**src/rtl/ann_weight_pkg.sv**
```systemverilog
// Shared defaults and FSM encoding for the neuron weight BRAM reader.
package ann_weight_pkg;

   localparam int DEPTH_DEF    = 28;
   localparam int AW_DEF       = 5;
   localparam int DW_DEF       = 16;
   localparam int FIFO_ENTRIES = 2;

   typedef enum logic [1:0] {
      IDLE  = 2'd0,
      FETCH = 2'd1,
      DRAIN = 2'd2,
      FIN   = 2'd3
   } rd_state_e;

endpackage

```
**src/rtl/weight_skid_fifo.sv**
```systemverilog
// Two-entry FIFO between the BRAM read port and the weight stream; head is always visible.
module weight_skid_fifo
   import ann_weight_pkg::*;
#(
   parameter int W = 22
) (
   input  logic         clk,
   input  logic         rst_n,
   input  logic         push,
   input  logic [W-1:0] push_data,
   input  logic         pop,
   output logic         valid,
   output logic [W-1:0] head,
   output logic [1:0]   count
);

   logic [W-1:0] mem_q [FIFO_ENTRIES];
   logic [W-1:0] mem_d [FIFO_ENTRIES];
   logic         wr_q, wr_d;
   logic         rd_q, rd_d;
   logic [1:0]   cnt_q, cnt_d;
   logic         do_push, do_pop;

   always_comb begin
      mem_d   = mem_q;
      wr_d    = wr_q;
      rd_d    = rd_q;
      cnt_d   = cnt_q;
      do_pop  = pop && (cnt_q != 2'd0);
      // A full FIFO may still take a word when the head leaves in the same cycle.
      do_push = push && ((cnt_q != 2'(FIFO_ENTRIES)) || do_pop);
      if (do_push) begin
         mem_d[wr_q] = push_data;
         wr_d        = ~wr_q;
      end
      if (do_pop) begin
         rd_d = ~rd_q;
      end
      case ({do_push, do_pop})
         2'b10:   cnt_d = cnt_q + 2'd1;
         2'b01:   cnt_d = cnt_q - 2'd1;
         default: cnt_d = cnt_q;
      endcase
   end

   always_ff @(posedge clk or negedge rst_n) begin
      if (!rst_n) begin
         for (int i = 0; i < FIFO_ENTRIES; i++) begin
            mem_q[i] <= '0;
         end
         wr_q  <= 1'b0;
         rd_q  <= 1'b0;
         cnt_q <= 2'd0;
      end else begin
         mem_q <= mem_d;
         wr_q  <= wr_d;
         rd_q  <= rd_d;
         cnt_q <= cnt_d;
      end
   end

   assign valid = (cnt_q != 2'd0);
   assign head  = mem_q[rd_q];
   assign count = cnt_q;

endmodule

```
**src/rtl/weight_bram_reader.sv**
```systemverilog
// Streams all DEPTH weight words of one neuron memory out of a read-only BRAM
// as a valid/ready stream, tagging each word with its address and a last flag.
module weight_bram_reader
   import ann_weight_pkg::*;
#(
   parameter int DEPTH = DEPTH_DEF,
   parameter int AW    = AW_DEF,
   parameter int DW    = DW_DEF
) (
   input  logic          CLK,
   input  logic          RST_N,
   input  logic          START,
   output logic          BUSY,
   output logic          DONE,
   output logic [AW-1:0] ADDR,
   output logic          EN,
   output logic          WE,
   output logic [DW-1:0] DI,
   input  logic [DW-1:0] DO,
   output logic          W_VALID,
   input  logic          W_READY,
   output logic [DW-1:0] W_DATA,
   output logic [AW-1:0] W_IDX,
   output logic          W_LAST
);

   localparam int          FW        = DW + AW + 1;
   localparam logic [AW-1:0] LAST_ADDR = AW'(DEPTH - 1);

   rd_state_e     state_q, state_d;
   logic [AW-1:0] ptr_q, ptr_d;
   logic          issue;
   logic          done_d;
   logic          fifo_valid;
   logic [FW-1:0] fifo_head;
   logic [1:0]    fifo_count;
   logic [FW-1:0] push_word;
   logic          accept;

   assign accept = fifo_valid && W_READY;

   // The BRAM samples on the falling edge and returns data before the next rising
   // edge, so a read never outlives its issue cycle: occupancy alone bounds issue.
   always_comb begin
      state_d = state_q;
      ptr_d   = ptr_q;
      issue   = 1'b0;
      done_d  = 1'b0;
      case (state_q)
         IDLE: begin
            if (START) begin
               state_d = FETCH;
               ptr_d   = '0;
            end
         end
         FETCH: begin
            issue = (fifo_count < 2'(FIFO_ENTRIES));
            if (issue) begin
               if (ptr_q == LAST_ADDR) begin
                  state_d = DRAIN;
               end else begin
                  ptr_d = ptr_q + AW'(1);
               end
            end
         end
         DRAIN: begin
            if (accept && fifo_head[FW-1]) begin
               state_d = FIN;
            end
         end
         FIN: begin
            done_d  = 1'b1;
            state_d = IDLE;
         end
         default: state_d = IDLE;
      endcase
   end

   always_ff @(posedge CLK or negedge RST_N) begin
      if (!RST_N) begin
         state_q <= IDLE;
         ptr_q   <= '0;
      end else begin
         state_q <= state_d;
         ptr_q   <= ptr_d;
      end
   end

   assign push_word = {(ptr_q == LAST_ADDR), ptr_q, DO};

   weight_skid_fifo #(
      .W(FW)
   ) u_fifo (
      .clk       (CLK),
      .rst_n     (RST_N),
      .push      (issue),
      .push_data (push_word),
      .pop       (accept),
      .valid     (fifo_valid),
      .head      (fifo_head),
      .count     (fifo_count)
   );

   assign EN      = issue;
   assign ADDR    = issue ? ptr_q : '0;
   assign WE      = 1'b0;
   assign DI      = '0;
   assign BUSY    = (state_q != IDLE);
   assign DONE    = done_d;
   assign W_VALID = fifo_valid;
   assign {W_LAST, W_IDX, W_DATA} = fifo_valid ? fifo_head : '0;

endmodule

```
**config.mk**
```make
export PLATFORM = sky130hd
export DESIGN_NAME = weight_bram_reader
export DESIGN_NICKNAME = d
export VERILOG_FILES = /design/src/rtl/ann_weight_pkg.sv /design/src/rtl/weight_skid_fifo.sv /design/src/rtl/weight_bram_reader.sv
export SDC_FILE = /design/constraint.sdc
export NUM_CORES = 1
export LEC_CHECK = 0
export ABC_AREA = 0
export CORE_MARGIN = 3
export CORE_UTILIZATION = 46
export CTS_CLUSTER_SIZE = 30
export DETAILED_ROUTE_END_ITERATION = 10
export PLACE_DENSITY = 0.75
export SLEW_MARGIN = 20
export SYNTH_ARGS = -nofsm -noshare
export SYNTH_HDL_FRONTEND = slang
export SYNTH_HIERARCHICAL = 1
export SYNTH_SLANG_ARGS = --single-unit
```
**constraint.sdc**
```tcl
create_clock -name CLK -period 2.1 [get_ports CLK]
set_input_delay 0.315 -clock CLK [delete_from_list [all_inputs] [get_ports CLK]]
set_output_delay 0.315 -clock CLK [all_outputs]
set_load 0.02 [all_outputs]
```
==> key figures <==
Clocking
  • CTS sink cnt: 55
  • Root buf cell: clkbuf_8
  • CTS tree: built
  • CTS max path bufs: 2
  • Clock Latency Late Sink: 0.30 ns
  • H-tree Lvls: 2
  • TritonCTS Buffers: 5
  • Clock slew at reported path FFs: 0.09 ns

STA
  • Final min period: 2.023 ns
  • RSZ-0062 raised after global routing: false
  • Final worst slack: 0.07658 ns
  • FMAX: 494.2 MHz
  • Hold_ws: 0.4687 ns
  • Setup TNS: 0 ns
  • Final setup fails: 0
  • Final Hold Viols: 0
  • Clk_skew: 0.007317 ns
  • Post-route clock period utilization: 96.35%
  • Final Max Tran Viols: 0

Logic synthesis
  • Commonest cells post-synth: dfrtp_1, mux2_4, and2_1, mux2_2, buf_4
  • Largest family of logic cells by synthesized area: multiplexers
  • Count leader, synth: dfrtp_1
  • Cell taking the most area after synthesis: dfrtp_1
  • Synth top area share: 44.55%
  • Post-synthesis compound-gate area fraction: 1.985%
  • Adder-cell share of the synthesized area: 2.430%
  • Post-synthesis sequential element count: 55
  • Post-synthesis mux area share: 29.40%
  • Mapped Area: 0.003089 mm^2
  • Post-Synth Simple-Gate Area: 13.28%
  • Synth Area per Inst: 13.20 um^2
  • Number of synthesized flops with an enable pin: 0
  • Post-Synth XOR/XNOR Area: 1.418%
  • Number of synthesis warnings: 6
  • Unique masters post-synth: 33
  • Synth async-reset ratio: 100.0%
  • Synth top area cells: dfrtp_1, mux2_4, mux2_2, and2_1, buf_4
  • Mapped Cells: 234
  • Sequential area share after synthesis: 44.55%
  • Most used DFF post-synth: dfrtp_1

Setup path
  • CP Max Fanout: 20
  • Crit path required time: 1.78 ns
  • CP startpoint kind: flop
  • Worst R2R Start: state_q[1]
  • Setup slack, reg-to-reg: 0.17 ns
  • Arrival @ worst endpoint: 1.71 ns
  • Worst Setup Path Type: reg2out
  • Reg2reg path depth: 7
  • Crit path from: u_fifo/rd_q
  • Crit. End Element: primary output

GRT
  • GRT overflow: 0
  • First-pass GRT wire length: 9.735 mm
  • Number of global-route vias before repair: 2008
  • GRT Total Usage: 16.02%
  • Initial antenna violation count: 0
  • Largest net degree at the start of global routing: 26

Routing
  • Initial drt markers: 40
  • Detailed-route DRC error count: 0
  • Vias per inst: 5.099
  • Via count: 1912
  • Routed wire length: 5.681 mm
  • ANT nets after route: 0
  • Detail-routed net length per standard cell: 15.15 um
  • First-pass DRT Iterations: 4

Placed design
  • Post-place setup slack: 0.06057 ns
  • Inst Count DP: 363
  • Post-DP HPWL: 4.111 mm
  • Final GP Congestion: 0.7816
  • Buffers on Ports: 50

Pwr
  • Overall Power: 6229 uW
  • Leak: 0.001827 uW
  • Cell Pwr Density: 1624 mW/mm^2
  • Peak VDD IR: 735.9 uV

Layout
  • Layout Area Growth over Synthesis: 24.14%
  • # nets final: 323
  • Diodes inserted: 0
  • Share of cells above drive strength 1: 33.89%
  • Fin cells: 375

Flow run
  • Max Cap Viol: 0

Outcome
  • Status: completed

Die
  • Initial Util: 48.10%
  • Die W: 87.95 um
  • Die Ht: 87.95 um
  • Full die area: 0.007735 mm^2
  • FP Rows: 29
  • Core area: 0.006422 mm^2
  • IO Pins: 68

Worst hold path
  • HP Class: in2async
-- final timing paths --
check                                        end
worst max-delay path                    W_IDX[2]
worst min-delay path            u_fifo/mem_q[13]
worst max register to register  u_fifo/mem_q[22]
worst min register to register   u_fifo/mem_q[6]
max in group asynchronous       u_fifo/mem_q[24]
min in group CLK                 u_fifo/mem_q[6]
-- power breakdown --
| part | internal, uW | switching, uW | total, uW |
|---|---|---|---|
| combinational | 1950 | 1560 | 3510 |
| sequential | 1580 | 348 | 1920 |
| clock | 476 | 318 | 794 |
-- layer usage --
| layer | GRT usage (%) | vias up | part of all wire [%] |
|---|---|---|---|
| li1 | - | 897 | - |
| met1 | 21.08 | 957 | 44 |
| met2 | 27.05 | 52 | 51 |
| met3 | 2.916 | 6 | 3.9 |
| met4 | 4.603 | 0 | 1.0 |
| met5 | 0 | - | 0 |
-- cell usage in the layout, fill, tap and decap left out, drive strengths merged --
cell type       n
or2             2
ha              6
nand4           1
xnor2           3
nor2            3
inv             4
and3b           1
and2b           1
bufinv          2
clkbuf          6
o21a            1
dfrtp          55
dlygate4sd3     1
clkdlybuf4s50  19
nand3          10
nor3b           2
conb           17
clkdlybuf4s15   3
nand2           9
buf            16
mux2           67
dlygate4sd2    26
dlymetal6s2s    1
nand4b          2
nand2b          3
o21ai           1
xor2            2
o211ai          1
and2           29
o311ai          2
a32oi           2
-- cell type report --
class	count	area, um^2
fillers	521	2587
multi-input cells	165	1572
flip-flops and latches	55	1378
repair buffers	66	641.9
well taps	77	96.34
clock buffers	6	72.57
clock inverters	2	60.06
inverters	4	15.01
-- kinds of logic after synthesis --
family                     Yosys count
AOI/OAI and AO/OA                    7
xor gates and xnor gates             5
adders and majority gates            6
buffers and inverters               30
DFF                                 55
muxes                               67
other                                1
and+or+nand+nor                     63
-- critical path, cell delays in order, from the launching register on --
cell and delay, ns:
dfrtp_1 0.40, buf_12 0.19, mux2_2 0.34, and2_1 0.17, dlygate4sd2_1 0.32
-- per-stage QoR --
stage                     area [um^2]  utilization, %
after global placement           3695           57.53
after CTS                        3801           59.19
after floorplan                  3153               -
after global routing             3835           59.71
after detailed placement         3695           57.53
final                            3835           59.71
-- sequential cells by signal (all words and copies together), names as in the netlist --
register      flops
state_q           2
u_fifo/rd_q       1
u_fifo/wr_q       1
ptr_q             5
u_fifo/count      2
u_fifo/mem_q     44
-- timing repair --
item,CTS,global route
gates resized for setup,29,6
endpoints found under the setup margin,29,26
buffers inserted,0,3
endpoints found under the hold margin,16,0
pin swaps,0,1
hold buffers,1,0
Power figures use the tool's default switching activity.
